`config.mk`:
```
export PLATFORM = sky130hd
export DESIGN_NAME = br_ctrl_seq
export DESIGN_NICKNAME = d
export VERILOG_FILES = /design/src/rtl/br_ctrl_pkg.sv /design/src/rtl/br_stat_cnt.sv /design/src/rtl/br_ctrl_seq.sv
export SDC_FILE = /design/constraint.sdc
export NUM_CORES = 1
export LEC_CHECK = 0
export BUFFER_PORTS_ARGS = -buffer_cell sky130_fd_sc_hd__buf_2
export CELL_PAD_IN_SITES_DETAIL_PLACEMENT = 1
export CELL_PAD_IN_SITES_GLOBAL_PLACEMENT = 2
export CORE_ASPECT_RATIO = 1.5
export CORE_UTILIZATION = 14
export CTS_CLUSTER_SIZE = 40
export DETAILED_ROUTE_END_ITERATION = 8
export GPL_ROUTABILITY_DRIVEN = 0
export PLACE_DENSITY_LB_ADDON = 0.1
export REMOVE_ABC_BUFFERS = 1
export SYNTH_ARGS = -nofsm -noshare
export SYNTH_HDL_FRONTEND = slang
export SYNTH_SLANG_ARGS = --single-unit
export TNS_END_PERCENT = 1
```
`constraint.sdc`:
```
create_clock -name Clk -period 1.8 [get_ports Clk]
set_clock_uncertainty 0.1 [all_clocks]
set_input_delay 0.18 -clock Clk [delete_from_list [all_inputs] [get_ports Clk]]
set_output_delay 0.18 -clock Clk [all_outputs]
set_load 0.02 [all_outputs]
```
`src/rtl/br_ctrl_pkg.sv`:
```
// ============================================================================
// Module : br_ctrl_pkg
// Brief  : Shared state, opcode and mux-select encodings for br_ctrl_seq.
// Rev    : 1.0  initial release
// ============================================================================
`default_nettype none

package br_ctrl_pkg;

    typedef enum logic [2:0] {
        S_IDLE = 3'd0,
        S_BEN  = 3'd1,
        S_EVAL = 3'd2,
        S_TAKE = 3'd3,
        S_JMP  = 3'd4,
        S_JSR  = 3'd5,
        S_DONE = 3'd6
    } state_t;

    localparam logic [3:0] OP_BR  = 4'b0000;
    localparam logic [3:0] OP_JMP = 4'b1100;
    localparam logic [3:0] OP_JSR = 4'b0100;

    localparam logic [1:0] PC_PLUS1 = 2'b00;
    localparam logic [1:0] PC_BUS   = 2'b01;
    localparam logic [1:0] PC_ADDER = 2'b10;

    localparam logic [1:0] A2_ZERO  = 2'b00;
    localparam logic [1:0] A2_OFF6  = 2'b01;
    localparam logic [1:0] A2_OFF9  = 2'b10;
    localparam logic [1:0] A2_OFF11 = 2'b11;

endpackage

`default_nettype wire

```
`src/rtl/br_stat_cnt.sv`:
```
// ============================================================================
// Module : br_stat_cnt
// Brief  : Saturating up-counter with synchronous clear.
// Rev    : 1.0  initial release
// ============================================================================
`default_nettype none

module br_stat_cnt #(
    parameter int WIDTH = 16
) (
    input  logic             Clk,
    input  logic             Reset,
    input  logic             inc,
    output logic [WIDTH-1:0] count
);

    always_ff @(posedge Clk) begin
        if (Reset) begin
            count <= '0;
        end else if (inc && (count != {WIDTH{1'b1}})) begin
            count <= count + {{(WIDTH-1){1'b0}}, 1'b1};
        end
    end

endmodule

`default_nettype wire

```
`src/rtl/br_ctrl_seq.sv`:
```
// ============================================================================
// Module : br_ctrl_seq
// Brief  : LC-3 control-flow sequencer (BR, JMP/RET, JSR/JSRR).
//          Optional BR taken/not-taken statistics under macro BR_STATS_EN.
// Rev    : 1.0  initial release
// ============================================================================
`default_nettype none

module br_ctrl_seq
    import br_ctrl_pkg::*;
#(
    parameter int STAT_W = 16
) (
    input  logic              Clk,
    input  logic              Reset,
    input  logic              start,
    input  logic [15:0]       ir,
    input  logic              ben,
    output logic              busy,
    output logic              done,
    output logic              ill_op,
    output logic              LD_BEN,
    output logic              LD_PC,
    output logic              LD_REG,
    output logic              GatePC,
    output logic [1:0]        PCMUX,
    output logic              ADDR1MUX,
    output logic [1:0]        ADDR2MUX,
    output logic              DRMUX,
    output logic              SR1MUX,
    output logic [STAT_W-1:0] taken_cnt,
    output logic [STAT_W-1:0] ntkn_cnt
);

    state_t     state;
    state_t     state_nxt;
    logic       ill_q;
    logic       ill_nxt;
    logic [3:0] opcode;
    logic       br_taken;
    logic       unused_ir_bits;

    assign opcode         = ir[15:12];
    // An empty nzp mask never branches, even if BEN was loaded high.
    assign br_taken       = ben && (ir[11:9] != 3'b000);
    assign unused_ir_bits = ^ir[8:0];

    always_ff @(posedge Clk) begin
        if (Reset) begin
            state <= S_IDLE;
            ill_q <= 1'b0;
        end else begin
            state <= state_nxt;
            ill_q <= ill_nxt;
        end
    end

    always_comb begin
        state_nxt = state;
        ill_nxt   = ill_q;
        case (state)
            S_IDLE: begin
                if (start) begin
                    ill_nxt = 1'b0;
                    case (opcode)
                        OP_BR:   state_nxt = S_BEN;
                        OP_JMP:  state_nxt = S_JMP;
                        OP_JSR:  state_nxt = S_JSR;
                        default: begin
                            state_nxt = S_DONE;
                            ill_nxt   = 1'b1;
                        end
                    endcase
                end
            end
            S_BEN:   state_nxt = S_EVAL;
            S_EVAL:  state_nxt = br_taken ? S_TAKE : S_DONE;
            S_TAKE:  state_nxt = S_DONE;
            S_JMP:   state_nxt = S_DONE;
            S_JSR:   state_nxt = S_DONE;
            S_DONE:  state_nxt = S_IDLE;
            default: state_nxt = S_IDLE;
        endcase
    end

    always_comb begin
        busy     = (state != S_IDLE);
        done     = 1'b0;
        ill_op   = 1'b0;
        LD_BEN   = 1'b0;
        LD_PC    = 1'b0;
        LD_REG   = 1'b0;
        GatePC   = 1'b0;
        PCMUX    = PC_PLUS1;
        ADDR1MUX = 1'b0;
        ADDR2MUX = A2_ZERO;
        DRMUX    = 1'b0;
        SR1MUX   = 1'b0;
        case (state)
            S_BEN: LD_BEN = 1'b1;
            S_TAKE: begin
                LD_PC    = 1'b1;
                PCMUX    = PC_ADDER;
                ADDR2MUX = A2_OFF9;
            end
            S_JMP: begin
                LD_PC    = 1'b1;
                PCMUX    = PC_ADDER;
                ADDR1MUX = 1'b1;
                SR1MUX   = 1'b1;
            end
            // Link and jump share one edge, so JSRR R7 reads the old R7.
            S_JSR: begin
                LD_REG   = 1'b1;
                GatePC   = 1'b1;
                DRMUX    = 1'b1;
                LD_PC    = 1'b1;
                PCMUX    = PC_ADDER;
                SR1MUX   = 1'b1;
                ADDR1MUX = ~ir[11];
                ADDR2MUX = ir[11] ? A2_OFF11 : A2_ZERO;
            end
            S_DONE: begin
                done   = 1'b1;
                ill_op = ill_q;
            end
            default: ;
        endcase
    end

`ifdef BR_STATS_EN
    logic eval_taken;
    logic eval_ntkn;

    assign eval_taken = (state == S_EVAL) &&  br_taken;
    assign eval_ntkn  = (state == S_EVAL) && !br_taken;

    br_stat_cnt #(.WIDTH(STAT_W)) u_taken_cnt (
        .Clk   (Clk),
        .Reset (Reset),
        .inc   (eval_taken),
        .count (taken_cnt)
    );

    br_stat_cnt #(.WIDTH(STAT_W)) u_ntkn_cnt (
        .Clk   (Clk),
        .Reset (Reset),
        .inc   (eval_ntkn),
        .count (ntkn_cnt)
    );
`else
    assign taken_cnt = '0;
    assign ntkn_cnt  = '0;
`endif

endmodule

`default_nettype wire

```
==> metrics <==
status=finished, final reports clean; leakage power=about 0.35 nW; gr ovfl total=0; detail-routed net length per standard cell=approximately 9 um; post-synth top area share=48.21%; Critical R2R Capture=state[0]; maximum vdd ir drop=0.1860 mV; final instance area=slightly above 600 um^2; Clk Latency, worst-skew pair=0.22 ns; Hold WC Path Type=in -> reg; vias in the first global route=~400; Setup TNS Final=0 ns; Synth Area in Simple Gates=roughly 14%; reg2reg path depth=2; gr usage total=under 10%; final setup violation count=0; nets@finish=between 100 and 150; final worst slack=0.1283 ns; Most used DFF post-synth=dfxtp_1; Fmax=between 0.5 and 0.6 GHz; clock sinks=4; DRT antenna net count=0; nature of the critical path endpoint=output pin; Clk pin slew, worst setup/hold paths=0.03 ns; global-route wire length before repair=~1800 um; Switching Power=257.2 uW; warnings from Yosys=0; Residual DRC=0; power share of the clock group=a little under a third; crit path time final=between 1.5 and 2 ns; CTS Buf Count=3; register area=approximately 80 um^2; mapped cell area=roughly 560 um^2; # IOs=66; Post-Layout Cell Count=about 140; dpl hpwl=1079 um; final hold violations=0; Initial Util=between 10 and 15%; Gate Count Post-Synth=73; Power Density=roughly 950 mW/mm^2; top post-synthesis cells by area=buf_4 (48%), dfxtp_1 (14%), a21oi_1 (3.6%), nor2b_1 (3.3%), a2111oi_2 (2.7%); IO Port Bufs=23; # rows=27; FF-to-FF setup slack=roughly 0.26 ns; Worst EP arrival=~1.4 ns; proportion of layout cells with a drive suffix above 1=32.63%; htree depth=1; Pre-antenna DRT Iters=2; asr flop ratio synth=0%; Max-cap violations=0; CTS Hold Bufs=0; Adder-Cell Fraction of Synth Area=0%; crit path from=state[1]; sw frac=roughly 44%; combinational share of power=approximately 47%; #FFs+latches synth=4; crit path kind=reg -> out; Post-Place Cells=approximately 140; Hold Path Cell Cnt=2; Int Power=332.4 uW; Initial DRC Count=3; multi-input logic area=306.5 um^2; area added between synthesis and finish=11.16%; Die Span Y=between 70 and 80 um; RSZ-0062 raised after global routing=no; worst-path cell chain=nor2b_1 > a21oi_1 > inv_1 > buf_2; root buf cell=clkbuf_8; Startpoint Class=register; Flop pwr share=a little over a fifth; chip width=about 54 um; final wirelength=1237 um; Post-synth EDFFs=0; placed instance area=roughly 580 um^2; Syn Area/Cell=~7.7 um^2; DIE AREA=0.004266 mm^2; area leader, netlist=buf_4; Synth Area in XOR/XNOR=0%; Tcrit/Tclk final=about 93%; FF-to-FF Start=state[1]; Place WS=between 0.2 and 0.3 ns; DR vias=461; post-synth cell types=25; worst path buffer plus inverter count=2; CTS tree=built; Overall Power=a little under 600 uW; share of the yosys chip area belonging to registers=14.29%; WP data required=1.52 ns; Fill cells=~480; critical path's top delay family=flip-flops; Hold Path Sink=ill_q; delay of the slowest critical-path stage=between 0.5 and 0.6 ns; vias per cell=approximately 3.3; top fanout value on the critical path=10; Compound-Gate Fraction of Synth Area=18.53%; Bufs on Longest Clock Path=2; Slowest-stage cell, CP=dfxtp_1; initial antenna violation count=0; fraction of synthesized area in multiplexers=0%; setup repair bufs after CTS=0; main combinational cell family by area after synthesis=buffers and inverters; Slew Limit Fails=0; Hold Startpoint=Reset; Core ar.=0.003750 mm^2; pin count of the biggest net entering global routing=11; n_diodes=0
[power by group through the flow]
| stage | logic, mW | registers [mW] | clock network [mW] |
|---|---|---|---|
| global placement | 0.275 | 0.130 | 0 |
| detailed placement | 0.275 | 0.129 | 0 |
| CTS | 0.276 | 0.128 | 0.193 |
| floorplan | 0.181 | 0.128 | 0 |
| global route | 0.304 | 0.132 | 0.197 |
| finish | 0.275 | 0.128 | 0.186 |
[worst max path at each step]
stage,to,slack [ns],cells after the start
after floorplan,ADDR1MUX,0.02,2
after global placement,state[0],0.27,2
after detailed placement,state[0],0.28,2
after CTS,LD_PC,0.11,4
after global routing,PCMUX[1],0.007,4
final,LD_PC,0.13,4
[timing repair]
item,CTS,global route
gates resized for setup,0,1
hold endpoints to repair,0,0
endpoints found under the setup margin,0,1
[cell families after synthesis]
| kind of cell | count (synthesis) |
|---|---|
| AOI/OAI and AO/OA | 14 |
| buffers and inverters | 41 |
| DFF | 4 |
| other | 1 |
| and+or+nand+nor | 13 |
[area by class of cell]
cell class	count	share of cell area [%]
Timing Repair Buffer	25	20.88
Sequential cell	4	12.85
Multi-Input combinational cell	60	49.20
Inverter	3	1.807
Clock buffer	3	6.627
Tap cell	43	8.635
[through the flow]
stage / util (%) / hold slack [ns]
after floorplan: - / 0.1521
after global placement: 15.45 / 0.2642
after detailed placement: 15.45 / 0.2709
after CTS: 16.55 / 0.04225
after global routing: 16.62 / 0.05449
final: 16.62 / 0.04364
[cells in the final DEF (no fill, tap or decap), drive strengths merged, types with 2 or more instances in the layout]
cell and instances:
inv 3, conb 33, nand2 2, dfxtp 4, a21oi 4, and2 2, clkbuf 3, nor2b 3
buf 25, nor2 2
[registers in the layout (all words and copies together) (netlist names)]
signal and cells:
state 3, ill_q 1
[Yosys cell counts, drive strengths merged, types with 2 or more instances]
master / count
nor2b: 3
buf: 37
a21oi: 4
and2: 2
nand2: 2
nor2: 2
inv: 3
dfxtp: 4
[metal layers]
metal	up-vias	GRT usage, %	wire length, um
met2	29	10.86	733
met3	2	1.143	82
li1	223	-	-
met1	207	5.108	404
met4	0	4.737	17
met5	-	0	0
Note: power is estimated with default switching activity, not from simulation.
